**config.mk**
```make
export PLATFORM = sky130hd
export DESIGN_NAME = time_set_controller
export DESIGN_NICKNAME = d
export VERILOG_FILES = /design/src/rtl/time_set_controller.sv
export SDC_FILE = /design/constraint.sdc
export NUM_CORES = 1
export LEC_CHECK = 0
export BUFFER_PORTS_ARGS = -buffer_cell sky130_fd_sc_hd__buf_4
export CAP_MARGIN = 20
export CORE_MARGIN = 10
export CORE_UTILIZATION = 67
export CTS_CLUSTER_DIAMETER = 40
export DETAILED_ROUTE_END_ITERATION = 10
export GPL_TIMING_DRIVEN = 0
export MAX_ROUTING_LAYER = met4
export PLACE_DENSITY = 0.86
export SYNTH_ARGS = -nofsm -noshare
export SYNTH_HDL_FRONTEND = slang
export SYNTH_SLANG_ARGS = --single-unit
```
**constraint.sdc**
```tcl
create_clock -name clk -period 5.4 [get_ports clk]
set_clock_uncertainty 0.05 [all_clocks]
set_input_delay 0 -clock clk [delete_from_list [all_inputs] [get_ports clk]]
set_output_delay 0 -clock clk [all_outputs]
set_load 0.03 [all_outputs]
```
**src/rtl/time_set_controller.sv**
```systemverilog
// Front-end sequencer for the 24-hour clock: button conditioning, RUN/SET_MIN/SET_HR FSM, shadow time and blink.
// Optional feature macro: AUTO_REPEAT_EN enables up/down auto-repeat while a button stays held.
module time_set_controller #(
  parameter int DEBOUNCE_CYCLES = 1_000_000,
  parameter int REPEAT_DELAY    = 50_000_000,
  parameter int REPEAT_RATE     = 25_000_000,
  parameter int BLINK_HALF      = 25_000_000
) (
  input  logic       clk,
  input  logic       rst,
  input  logic       btn_center,
  input  logic       btn_up,
  input  logic       btn_down,
  input  logic       btn_left,
  input  logic       btn_right,
  input  logic [4:0] cur_hrs,
  input  logic [5:0] cur_min,
  output logic [4:0] set_hrs,
  output logic [5:0] set_min,
  output logic       load,
  output logic       run_en,
  output logic [3:0] blink_mask,
  output logic       mode_led
);
  localparam int BtnC = 4;
  localparam int BtnL = 3;
  localparam int BtnR = 2;
  localparam int BtnU = 1;
  localparam int BtnD = 0;
  localparam int DbW = (DEBOUNCE_CYCLES > 1) ? $clog2(DEBOUNCE_CYCLES) : 1;
  localparam logic [DbW-1:0] DbLast = DbW'(DEBOUNCE_CYCLES - 1);
  localparam int BkW = (BLINK_HALF > 1) ? $clog2(BLINK_HALF) : 1;
  localparam logic [BkW-1:0] BkLast = BkW'(BLINK_HALF - 1);

  typedef enum logic [1:0] {RUN = 2'd0, SET_MIN = 2'd1, SET_HR = 2'd2} state_e;

  state_e         state_q, state_d;
  logic [4:0]     setHrs_q, setHrs_d;
  logic [5:0]     setMin_q, setMin_d;
  logic           load_q, load_d;
  logic [4:0]     btnRaw, sync1_q, sync2_q, level_q, levelPrev_q, evt;
  logic [DbW-1:0] dbCnt_q [5];
  logic [BkW-1:0] blinkCnt_q;
  logic           blinkPhase_q, blinkRestart, edit, upAct, dnAct;
  logic           repUpStep, repDnStep;

  assign btnRaw = {btn_center, btn_left, btn_right, btn_up, btn_down};
  assign evt    = level_q & ~levelPrev_q;

  // A debounced level flips only after DEBOUNCE_CYCLES consecutive synchronized samples disagree with it.
  always_ff @(posedge clk) begin
    if (rst) begin
      sync1_q     <= '0;
      sync2_q     <= '0;
      level_q     <= '0;
      levelPrev_q <= '0;
      for (int i = 0; i < 5; i++) dbCnt_q[i] <= '0;
    end else begin
      sync1_q     <= btnRaw;
      sync2_q     <= sync1_q;
      levelPrev_q <= level_q;
      for (int i = 0; i < 5; i++) begin
        if (sync2_q[i] == level_q[i]) begin
          dbCnt_q[i] <= '0;
        end else if (dbCnt_q[i] == DbLast) begin
          level_q[i] <= ~level_q[i];
          dbCnt_q[i] <= '0;
        end else begin
          dbCnt_q[i] <= dbCnt_q[i] + 1'b1;
        end
      end
    end
  end

`ifdef AUTO_REPEAT_EN
  localparam int RpMax = (REPEAT_DELAY > REPEAT_RATE) ? REPEAT_DELAY : REPEAT_RATE;
  localparam int RpW   = $clog2(RpMax + 1);
  localparam logic [RpW-1:0] RpDelay = RpW'(REPEAT_DELAY);
  localparam logic [RpW-1:0] RpRate  = RpW'(REPEAT_RATE);

  logic [RpW-1:0] repCnt_q;
  logic           repActive_q, repUp_q, repFast_q, repHeld, repStep;

  assign repHeld   = repUp_q ? level_q[BtnU] : level_q[BtnD];
  assign repStep   = repActive_q && repHeld && (repCnt_q == (repFast_q ? RpRate : RpDelay));
  assign repUpStep = repStep && repUp_q;
  assign repDnStep = repStep && !repUp_q;

  // repCnt_q holds the number of cycles since the press event or since the last repeat step.
  always_ff @(posedge clk) begin
    if (rst || (state_d != state_q)) begin
      repCnt_q    <= '0;
      repActive_q <= 1'b0;
      repUp_q     <= 1'b0;
      repFast_q   <= 1'b0;
    end else if ((state_q != RUN) && (evt[BtnU] != evt[BtnD])) begin
      repCnt_q    <= RpW'(1);
      repActive_q <= 1'b1;
      repUp_q     <= evt[BtnU];
      repFast_q   <= 1'b0;
    end else if ((evt[BtnU] && evt[BtnD]) || !repHeld) begin
      repActive_q <= 1'b0;
    end else if (repStep) begin
      repCnt_q  <= RpW'(1);
      repFast_q <= 1'b1;
    end else if (repActive_q) begin
      repCnt_q <= repCnt_q + 1'b1;
    end
  end
`else
  assign repUpStep = 1'b0;
  assign repDnStep = 1'b0;
`endif

  always_ff @(posedge clk) begin
    if (rst) begin
      state_q  <= SET_MIN;
      setHrs_q <= '0;
      setMin_q <= '0;
      load_q   <= 1'b0;
    end else begin
      state_q  <= state_d;
      setHrs_q <= setHrs_d;
      setMin_q <= setMin_d;
      load_q   <= load_d;
    end
  end

  // One event acts per cycle: center beats left/right, which beat up/down; up and down together cancel.
  always_comb begin
    state_d  = state_q;
    setHrs_d = setHrs_q;
    setMin_d = setMin_q;
    load_d   = 1'b0;
    edit     = 1'b0;
    upAct    = evt[BtnU] || repUpStep;
    dnAct    = evt[BtnD] || repDnStep;
    case (state_q)
      RUN: begin
        if (evt[BtnC]) begin
          state_d  = SET_MIN;
          setHrs_d = (cur_hrs > 5'd23) ? 5'd0 : cur_hrs;
          setMin_d = (cur_min > 6'd59) ? 6'd0 : cur_min;
        end
      end
      SET_MIN, SET_HR: begin
        if (evt[BtnC]) begin
          state_d = RUN;
          load_d  = 1'b1;
        end else if (evt[BtnL] || evt[BtnR]) begin
          state_d = (state_q == SET_MIN) ? SET_HR : SET_MIN;
        end else if (upAct != dnAct) begin
          edit = 1'b1;
          if (state_q == SET_MIN) begin
            if (upAct) setMin_d = (setMin_q == 6'd59) ? 6'd0 : setMin_q + 6'd1;
            else       setMin_d = (setMin_q == 6'd0) ? 6'd59 : setMin_q - 6'd1;
          end else begin
            if (upAct) setHrs_d = (setHrs_q == 5'd23) ? 5'd0 : setHrs_q + 5'd1;
            else       setHrs_d = (setHrs_q == 5'd0) ? 5'd23 : setHrs_q - 5'd1;
          end
        end
      end
      default: state_d = SET_MIN;
    endcase
    blinkRestart = edit || (state_d != state_q);
  end

  // Editing or changing field restarts the blink with the digits visible.
  always_ff @(posedge clk) begin
    if (rst || blinkRestart) begin
      blinkCnt_q   <= '0;
      blinkPhase_q <= 1'b0;
    end else if (blinkCnt_q == BkLast) begin
      blinkCnt_q   <= '0;
      blinkPhase_q <= ~blinkPhase_q;
    end else begin
      blinkCnt_q <= blinkCnt_q + 1'b1;
    end
  end

  assign set_hrs    = setHrs_q;
  assign set_min    = setMin_q;
  assign load       = load_q;
  assign run_en     = (state_q == RUN);
  assign mode_led   = (state_q == RUN);
  assign blink_mask = (state_q == SET_MIN) ? {2'b00, {2{blinkPhase_q}}} :
                      (state_q == SET_HR)  ? {{2{blinkPhase_q}}, 2'b00} : 4'b0000;
endmodule

```
==> results of run 1 <==
==> final timing paths <==
path,endpoint,slack (ns),cells past startpoint
min reg2reg,sync2_q[4],0.39,1
min,set_hrs[4],0.07,5
max reg2reg,set_min[3],2.51,8
max,set_min[3],2.51,8
==> registers in the layout, indices dropped and copies added, names as in the netlist, 5 cells and up <==
register,cells
set_hrs,5
sync2_q,5
levelPrev_q,5
sync1_q,5
blinkCnt_q,25
level_q,5
dbCnt_q,100
set_min,6
==> per-layer routing <==
layer / global-route usage, % / wire length [um] / vias to the layer above
met4: 9.719 / 472 / 0
met3: 4.126 / 947 / 60
met5: - / 0 / -
met1: 25.16 / 7762 / 3263
met2: 36.69 / 9321 / 240
li1: - / - / 3329
==> power groups by stage <==
stage	Sequential, mW	Combinational, mW	Clock [mW]
6_report	1.40	0.345	1.24
5_1_grt	1.41	0.380	1.31
4_1_cts	1.40	0.334	1.25
3_5_place_dp	1.43	0.312	0
3_3_place_gp	1.42	0.307	0
2_1_floorplan	1.43	0.223	0
==> cell usage after synthesis, types with 4 or more instances <==
master	number
nand2_1	49
o21ai_0	7
buf_4	5
xnor2_1	64
nor4_1	14
nand3_1	57
nor2_1	148
nor4b_1	7
ha_1	15
nand4_1	29
a211oi_1	5
clkbuf_1	14
edfxtp_1	100
and2_1	5
and3_1	20
o21a_1	5
dfxtp_1	60
and4_1	12
buf_2	10
or3_1	6
nor3_1	41
nor2b_1	19
mux2i_1	6
xor2_1	59
nand2b_1	4
a21oi_1	21
inv_1	27
a311oi_1	7
==> layout make-up <==
cell class	count	share of cell area, %
sequential	160	41.08
tap	172	2.103
inverter	27	0.9902
buffer	32	1.638
timing repair buffer	56	4.621
clock inverter	6	0.5990
multi-input combinational	745	43.47
clock buffer	26	5.501
==> per-stage QoR <==
stage / hold slack, ns / util, % / power, mW / setup slack [ns]
after floorplan: 0.07818 / - / 1.649 / 3.073
after global placement: 0.1737 / 74.79 / 1.729 / 2.776
after detailed placement: 0.1825 / 74.79 / 1.737 / 2.745
after CTS: 0.05014 / 81.43 / 2.988 / 2.679
after global routing: 0.1162 / 81.43 / 3.097 / 2.401
final: 0.06724 / 81.43 / 2.990 / 2.511
==> cell families (layout without fill, tap and decap cells) <==
group	Yosys count	in the layout	synth area share, %
muxes	8	8	0.9950
DFF	160	160	49.17
adders and majority gates	15	15	2.195
buffers and inverters	59	147	3.146
xor gates and xnor gates	124	124	12.92
and+or+nand+nor	429	429	25.31
AOI/OAI and AO/OA	69	69	6.219
other	1	100	0.04386
==> critical path, cell delays in order (launching register included) <==
cell and delay [ns]:
dfxtp_1 0.44, inv_1 0.13, ha_1 0.30, clkbuf_2 0.17, inv_1 0.16, clkbuf_1 0.44, a31oi_1 0.14, dlygate4sd3_1 0.59
a311oi_1 0.34
==> reports/metrics.cfg, run 1 <==
[finish]
drive_above_1_share_pct = 9.506
nNetsFinal = 1072
mostFrequentLayoutCell = nor2_1
multiInputGateArea_um2 = 4449
fill_cells = 741
final_cell_mix = 148 x nor2_1, 100 x edfxtp_1, 100 x conb_1
final-instance-count-excl-fill = 1224
areaGrowthSynthToFinish_pct = 19.70
antenna_cells = 0
stdcell_area_um2 = 10230
seq_area_um2 = 4204

[clock_tree]
cts_hold_buf = 21
cts_root_buffer = clkbuf_16
htreeDepth = 4
cts_made_buffers = 17
insertion_delay_ns = 0.43
clkSinkCount = 160
cts.path.max_buffers = 2
path_clk_slew_ns = 0.06
ctsResizeCount = 0
cts_tree = built
post_cts.repair.setup_buffers = 0

[global_routing]
antenna_found_initial = 0
grt_pass1_wl_mm = 31.36
overflow = 0
grt_pass1_vias = 6692
grt_max_degree = 17
grt_usage_pct = 21.93

[synthesis]
synthFlopType = edfxtp_1
syn_avg_cell_area_um2 = 9.885
seq_area_frac_synth_pct = 49.17
synth.largest_area_cell = edfxtp_1
ys_async_sr_fraction_pct = 0
yosysWarnings = 0
netlist_area_um2 = 8551
yosysTopAreaCellShare_pct = 35.12
yosys_register_bits = 160
yosysUniqueCellTypes = 65
synth.area.top_cells = edfxtp_1 35%, dfxtp_1 14%, xnor2_1 6.6%
synth_enable_flop_cells = 100
syn_inst = 865

[placement]
gp_congestion = 0.9043
dpl_cell_area_um2 = 9400
dpl.cell_count = 1171
place.port_buffers = 35
hpwl_mm = 12.23

[worst_hold_path]
worstHoldStart = cur_hrs[3]
hold_class = input port to flip-flop

[routing]
wl_mm = 18.50
drc = 0
via_per_inst = 5.631
dr_total_vias = 6892
drt_iter0_drc = 572
dr.pass1.iters = 7
postRouteAntennaNets = 0
post_drt_wl_per_cell_um = 15.12

[timing]
min_period_over_period_pct = 53.51
relSlewSlack_pct = 37.58
drv_slew = 0
worstMarginPinSlew_ns = 0.9284
finalSetupViolCount = 0
max_freq_ghz = 0.3461
rsz0062_at_grt = no
hold_viol = 0
period_minus_slack_ns = 2.889
final.setup.tns_ns = 0

[floorplan]
die_h_um = 133.0
dieArea_um2 = 17680
die_w_um = 133.0
core_um2 = 12570
core.rowCount = 41
pin_count = 36
start_util_pct = 68.03

[power_and_ir_drop]
p_leak_nw = 3.729
power_per_cell_area_nw_per_um2 = 292.1
vdd_drop_max_mv = 0.1979
p_sw_mw = 0.7277
seqPwrFrac_pct = 46.9
sw_frac_of_total_pct = 24.34
power_frac_clock_pct = 41.6
p_comb_share_pct = 11.5
p_int_mw = 2.262

[outcome]
status = finished clean

[setup_path]
cp_max_fo = 10
endpoint_kind = flip-flop
cp-start-kind = flip-flop
cp-startpoint = state_q[0]
cp_data_arrival_time_ns = 3.15
cp.required_ns = 5.66
critPathKind = flip-flop to flip-flop
worst_r2r_startpoint = state_q[0]

[job]
cap_violations = 0

Note: power is estimated with default switching activity, not from simulation.
==> run 2, diff against run 1 <==
--- a/config.mk
+++ b/config.mk
@@ -5,15 +5,16 @@
 export SDC_FILE = /design/constraint.sdc
 export NUM_CORES = 1
 export LEC_CHECK = 0
+export ABC_AREA = 1
 export BUFFER_PORTS_ARGS = -buffer_cell sky130_fd_sc_hd__buf_4
 export CAP_MARGIN = 20
 export CORE_MARGIN = 10
-export CORE_UTILIZATION = 67
+export CORE_UTILIZATION = 63
 export CTS_CLUSTER_DIAMETER = 40
 export DETAILED_ROUTE_END_ITERATION = 10
 export GPL_TIMING_DRIVEN = 0
 export MAX_ROUTING_LAYER = met4
-export PLACE_DENSITY = 0.86
+export PLACE_DENSITY = 0.81
 export SYNTH_ARGS = -nofsm -noshare
 export SYNTH_HDL_FRONTEND = slang
 export SYNTH_SLANG_ARGS = --single-unit
==> constraint.sdc (replaced) <==
create_clock -name clk -period 2.9 [get_ports clk]
set_clock_uncertainty 0.05 [all_clocks]
set_input_delay 0 -clock clk [delete_from_list [all_inputs] [get_ports clk]]
set_output_delay 0 -clock clk [all_outputs]
set_load 0.03 [all_outputs]
==> reports/metrics.cfg, run 2 <==
[floorplan]
core_um2 = 14590  ; +16%
pin_count = 36  ; unchanged
core.rowCount = 44  ; +7.3%
die_w_um = 142.4  ; +7.1%
dieArea_um2 = 20260  ; +15%
die_h_um = 142.4  ; +7.1%
start_util_pct = 64.65  ; -3.4 points

[finish]
seq_area_um2 = 4204  ; unchanged
largest_reg_flops = 100  ; unchanged
areaGrowthSynthToFinish_pct = 17.58
fill_cells = 1112  ; +50%
nNetsFinal = 1422  ; +33%
antenna_cells = 0  ; unchanged
final-instance-count-excl-fill = 1586  ; +30%
fin_util_pct = 76.01  ; -5.4 points
mostFrequentLayoutCell = nand2_1
final_cell_mix = 261 x nand2_1, 196 x nor2_1, 154 x inv_1
multiInputGateArea_um2 = 4836  ; +8.7%
drive_above_1_share_pct = 10.20  ; +0.69 points
regMostFlops = dbCnt_q

[placement]
hpwl_mm = 14.54  ; +19%
place.port_buffers = 34  ; -2.9%
dpl.cell_count = 1535  ; +31%
gp_congestion = 0.9311  ; +3.0%

[job]
cap_violations = 0  ; unchanged

[setup_path]
slowest_stage = dlygate4sd3_1
critPathKind = flip-flop to flip-flop
r2r_end = set_min[5]
worst_r2r_startpoint = state_q[0]
cp_num_buf_inv = 4  ; -1
endpoint_kind = flip-flop
cp_max_fo = 10  ; unchanged
crit_family = buffers and inverters
worstSetupEndpoint = set_min[5]
worstRegToRegCells = 10  ; +2
cp_data_arrival_time_ns = 2.91  ; -0.24 ns
crit_path_max_incr_delay_ns = 0.56  ; -0.03 ns
path_depth = 10  ; +2
cp-start-kind = flip-flop
cp.required_ns = 3.17  ; -2.49 ns
crit_chain = inv_1 -> ha_1 -> clkbuf_4 -> nand2_1 -> a21oi_1 -> nand3_1 -> buf_2 -> nand2_1 -> a21oi_1 -> dlygate4sd3_1
regToRegSetupSlack_ns = 0.26  ; -2.25 ns
cp-startpoint = state_q[0]

[clock_tree]
post_cts.repair.setup_buffers = 0  ; unchanged
cts_made_buffers = 17  ; unchanged
clkSinkCount = 160  ; unchanged
path_clk_slew_ns = 0.06  ; about the same
cts.path.max_buffers = 2  ; unchanged
htreeDepth = 4  ; unchanged
insertion_delay_ns = 0.44  ; about the same
cts_tree = built
cts_root_buffer = clkbuf_16

[synthesis]
synthTopCellsByCount = 261 x nand2_1, 196 x nor2_1, 154 x inv_1
synth.area.top_cells = edfxtp_1 32%, dfxtp_1 13%, nand2_1 10%
seq_area_frac_synth_pct = 44.57  ; -4.6 points
syn_avg_cell_area_um2 = 7.743  ; -22%
netlist_area_um2 = 9432  ; +10%
synth.most_common_cell = nand2_1
synth_enable_flop_cells = 100  ; unchanged
synth.largest_area_cell = edfxtp_1
yosys_register_bits = 160  ; unchanged
ys_async_sr_fraction_pct = 0  ; unchanged
yosysUniqueCellTypes = 38  ; -42%
yosysTopAreaCellShare_pct = 31.84  ; -3.3 points
synthFlopType = edfxtp_1
syn_inst = 1218  ; +41%
yosysWarnings = 0  ; unchanged

[power_and_ir_drop]
p_int_mw = 4.146  ; +83%
sw_frac_of_total_pct = 26.86  ; +2.5 points
seqPwrFrac_pct = 46.5  ; -0.4 points
p_comb_share_pct = 13.6  ; +2.1 points
power_frac_clock_pct = 39.9  ; -1.7 points
vdd_drop_max_mv = 0.4529  ; +130%
p_sw_mw = 1.523  ; +110%
p_leak_nw = 4.543  ; +22%
power_per_cell_area_nw_per_um2 = 511.2  ; +75%

[routing]
via_per_inst = 5.158  ; -8.4%
dr.pass1.iters = 4  ; -3
drt_iter0_drc = 613  ; +7.2%
drc = 0  ; unchanged
wl_mm = 20.01  ; +8.1%
dr_total_vias = 8180  ; +19%
postRouteAntennaNets = 0  ; unchanged
post_drt_wl_per_cell_um = 12.62  ; -17%

[global_routing]
grt_pass1_wl_mm = 34.65  ; +10%
grt_pass1_vias = 7837  ; +17%
antenna_found_initial = 0  ; unchanged
grt_usage_pct = 20.97  ; -0.96 points
gr-usage-met1_pct = 25.22  ; +0.058 points
use_met3_pct = 3.872  ; -0.25 points
grt_busiest_layer = met2
grt_max_degree = 17  ; unchanged
overflow = 0  ; unchanged
met2_usage_pct = 34.32  ; -2.4 points

[outcome]
status = finished clean

[timing]
relSlewSlack_pct = 65.74  ; +28 points
worstMarginPinSlew_ns = 0.5100  ; -0.4184 ns
drv_slew = 0  ; unchanged
final.setup.tns_ns = 0  ; unchanged
period_minus_slack_ns = 2.636  ; -0.2531 ns
min_period_over_period_pct = 90.90  ; +37 points
finalSetupViolCount = 0  ; unchanged
hold_viol = 0  ; unchanged
max_freq_ghz = 0.3793  ; +9.6%
rsz0062_at_grt = no

[worst_hold_path]
hold_class = input port to flip-flop

run 2: cell count changes in the layout (fill, tap and decap cells not counted), moves of 20 or more:
cell / previous run / this run
nand2_1: 49 / 261
nor3_1: 41 / 63
inv_1: 27 / 154
a21oi_1: 21 / 58
nor2_1: 148 / 196
nor2_4: 0 / 21
nand3_1: 57 / 77
xnor2_1: 64 / 13
and3_1: 20 / 0
run 2: area by class of cell:
class                      count  area share (%)
clock buffer                  22           4.592
tap                          184           2.076
multi-input combinational    975           43.61
timing repair buffer          53           4.017
buffer                        24           1.557
inverter                     158           5.382
sequential                   160           37.91
clock inverter                10          0.8575
run 2: metrics by stage:
| step | total power [mW] | area (um2) | hold slack, ns | worst slack, ns |
|---|---|---|---|---|
| 2_1_floorplan | 3.222 | 9803 | 0.05697 | 0.9853 |
| 3_5_place_dp | 3.410 | 10290 | 0.1833 | 0.6582 |
| 4_1_cts | 5.682 | 11080 | 0.08173 | 0.1969 |
| 3_3_place_gp | 3.383 | 10290 | 0.1815 | 0.6964 |
| 5_1_grt | 5.885 | 11090 | 0.1627 | 0.05322 |
| 6_report | 5.669 | 11090 | 0.1360 | 0.2638 |
run 2: logic make-up after synthesis:
group                    after synthesis  synth area share, %
flip-flops                           160                44.57
other                                  1              0.03976
AO/OA/AOI/OAI                         88                4.856
XOR/XNOR                              57                5.293
AND/OR/NAND/NOR                      715                35.16
buffers and inverters                182                8.092
adder cells (fa/ha/maj)               15                1.990
run 2: what timing repair did:
item / in CTS / in global routing
gates resized for setup: 0 / 2
hold buffers: 19 / 0
endpoints found under the setup margin: 0 / 2
endpoints found under the hold margin: 20 / 0
run 2: power groups by stage:
stage / registers (mW) / clock network [mW] / logic (mW)
after CTS: 2.63 / 2.29 / 0.759
final: 2.64 / 2.26 / 0.773
after floorplan: 2.68 / 0 / 0.545
after detailed placement: 2.68 / 0 / 0.729
after global placement: 2.68 / 0 / 0.707
after global routing: 2.65 / 2.37 / 0.860
run 2: how the worst min path moves through the flow:
stage               slack (ns)    endpoint  startpoint  depth (start not counted)
CTS                       0.08  set_min[0]  cur_min[5]                          5
global route              0.16  set_min[0]  cur_min[5]                          5
floorplan                 0.06  sync1_q[0]    btn_down                          2
global placement          0.18  sync1_q[3]    btn_left                          3
finish                    0.14  set_min[0]  cur_min[5]                          5
detailed placement        0.18  sync1_q[1]      btn_up                          3
run 2: routing by layer:
| layer | share of wire [%] | wire [um] |
|---|---|---|
| met5 | 0 | 0 |
| met4 | 2.1 | 412 |
| met3 | 4.2 | 849 |
| met2 | 49 | 9773 |
| met1 | 45 | 8977 |
run 2: worst min-delay path, cell delays in order:
cell	delay, ns
buf_4	0.11
nand4_1	0.21
nand3_1	0.11
nand2_1	0.07
o21a_1	0.09
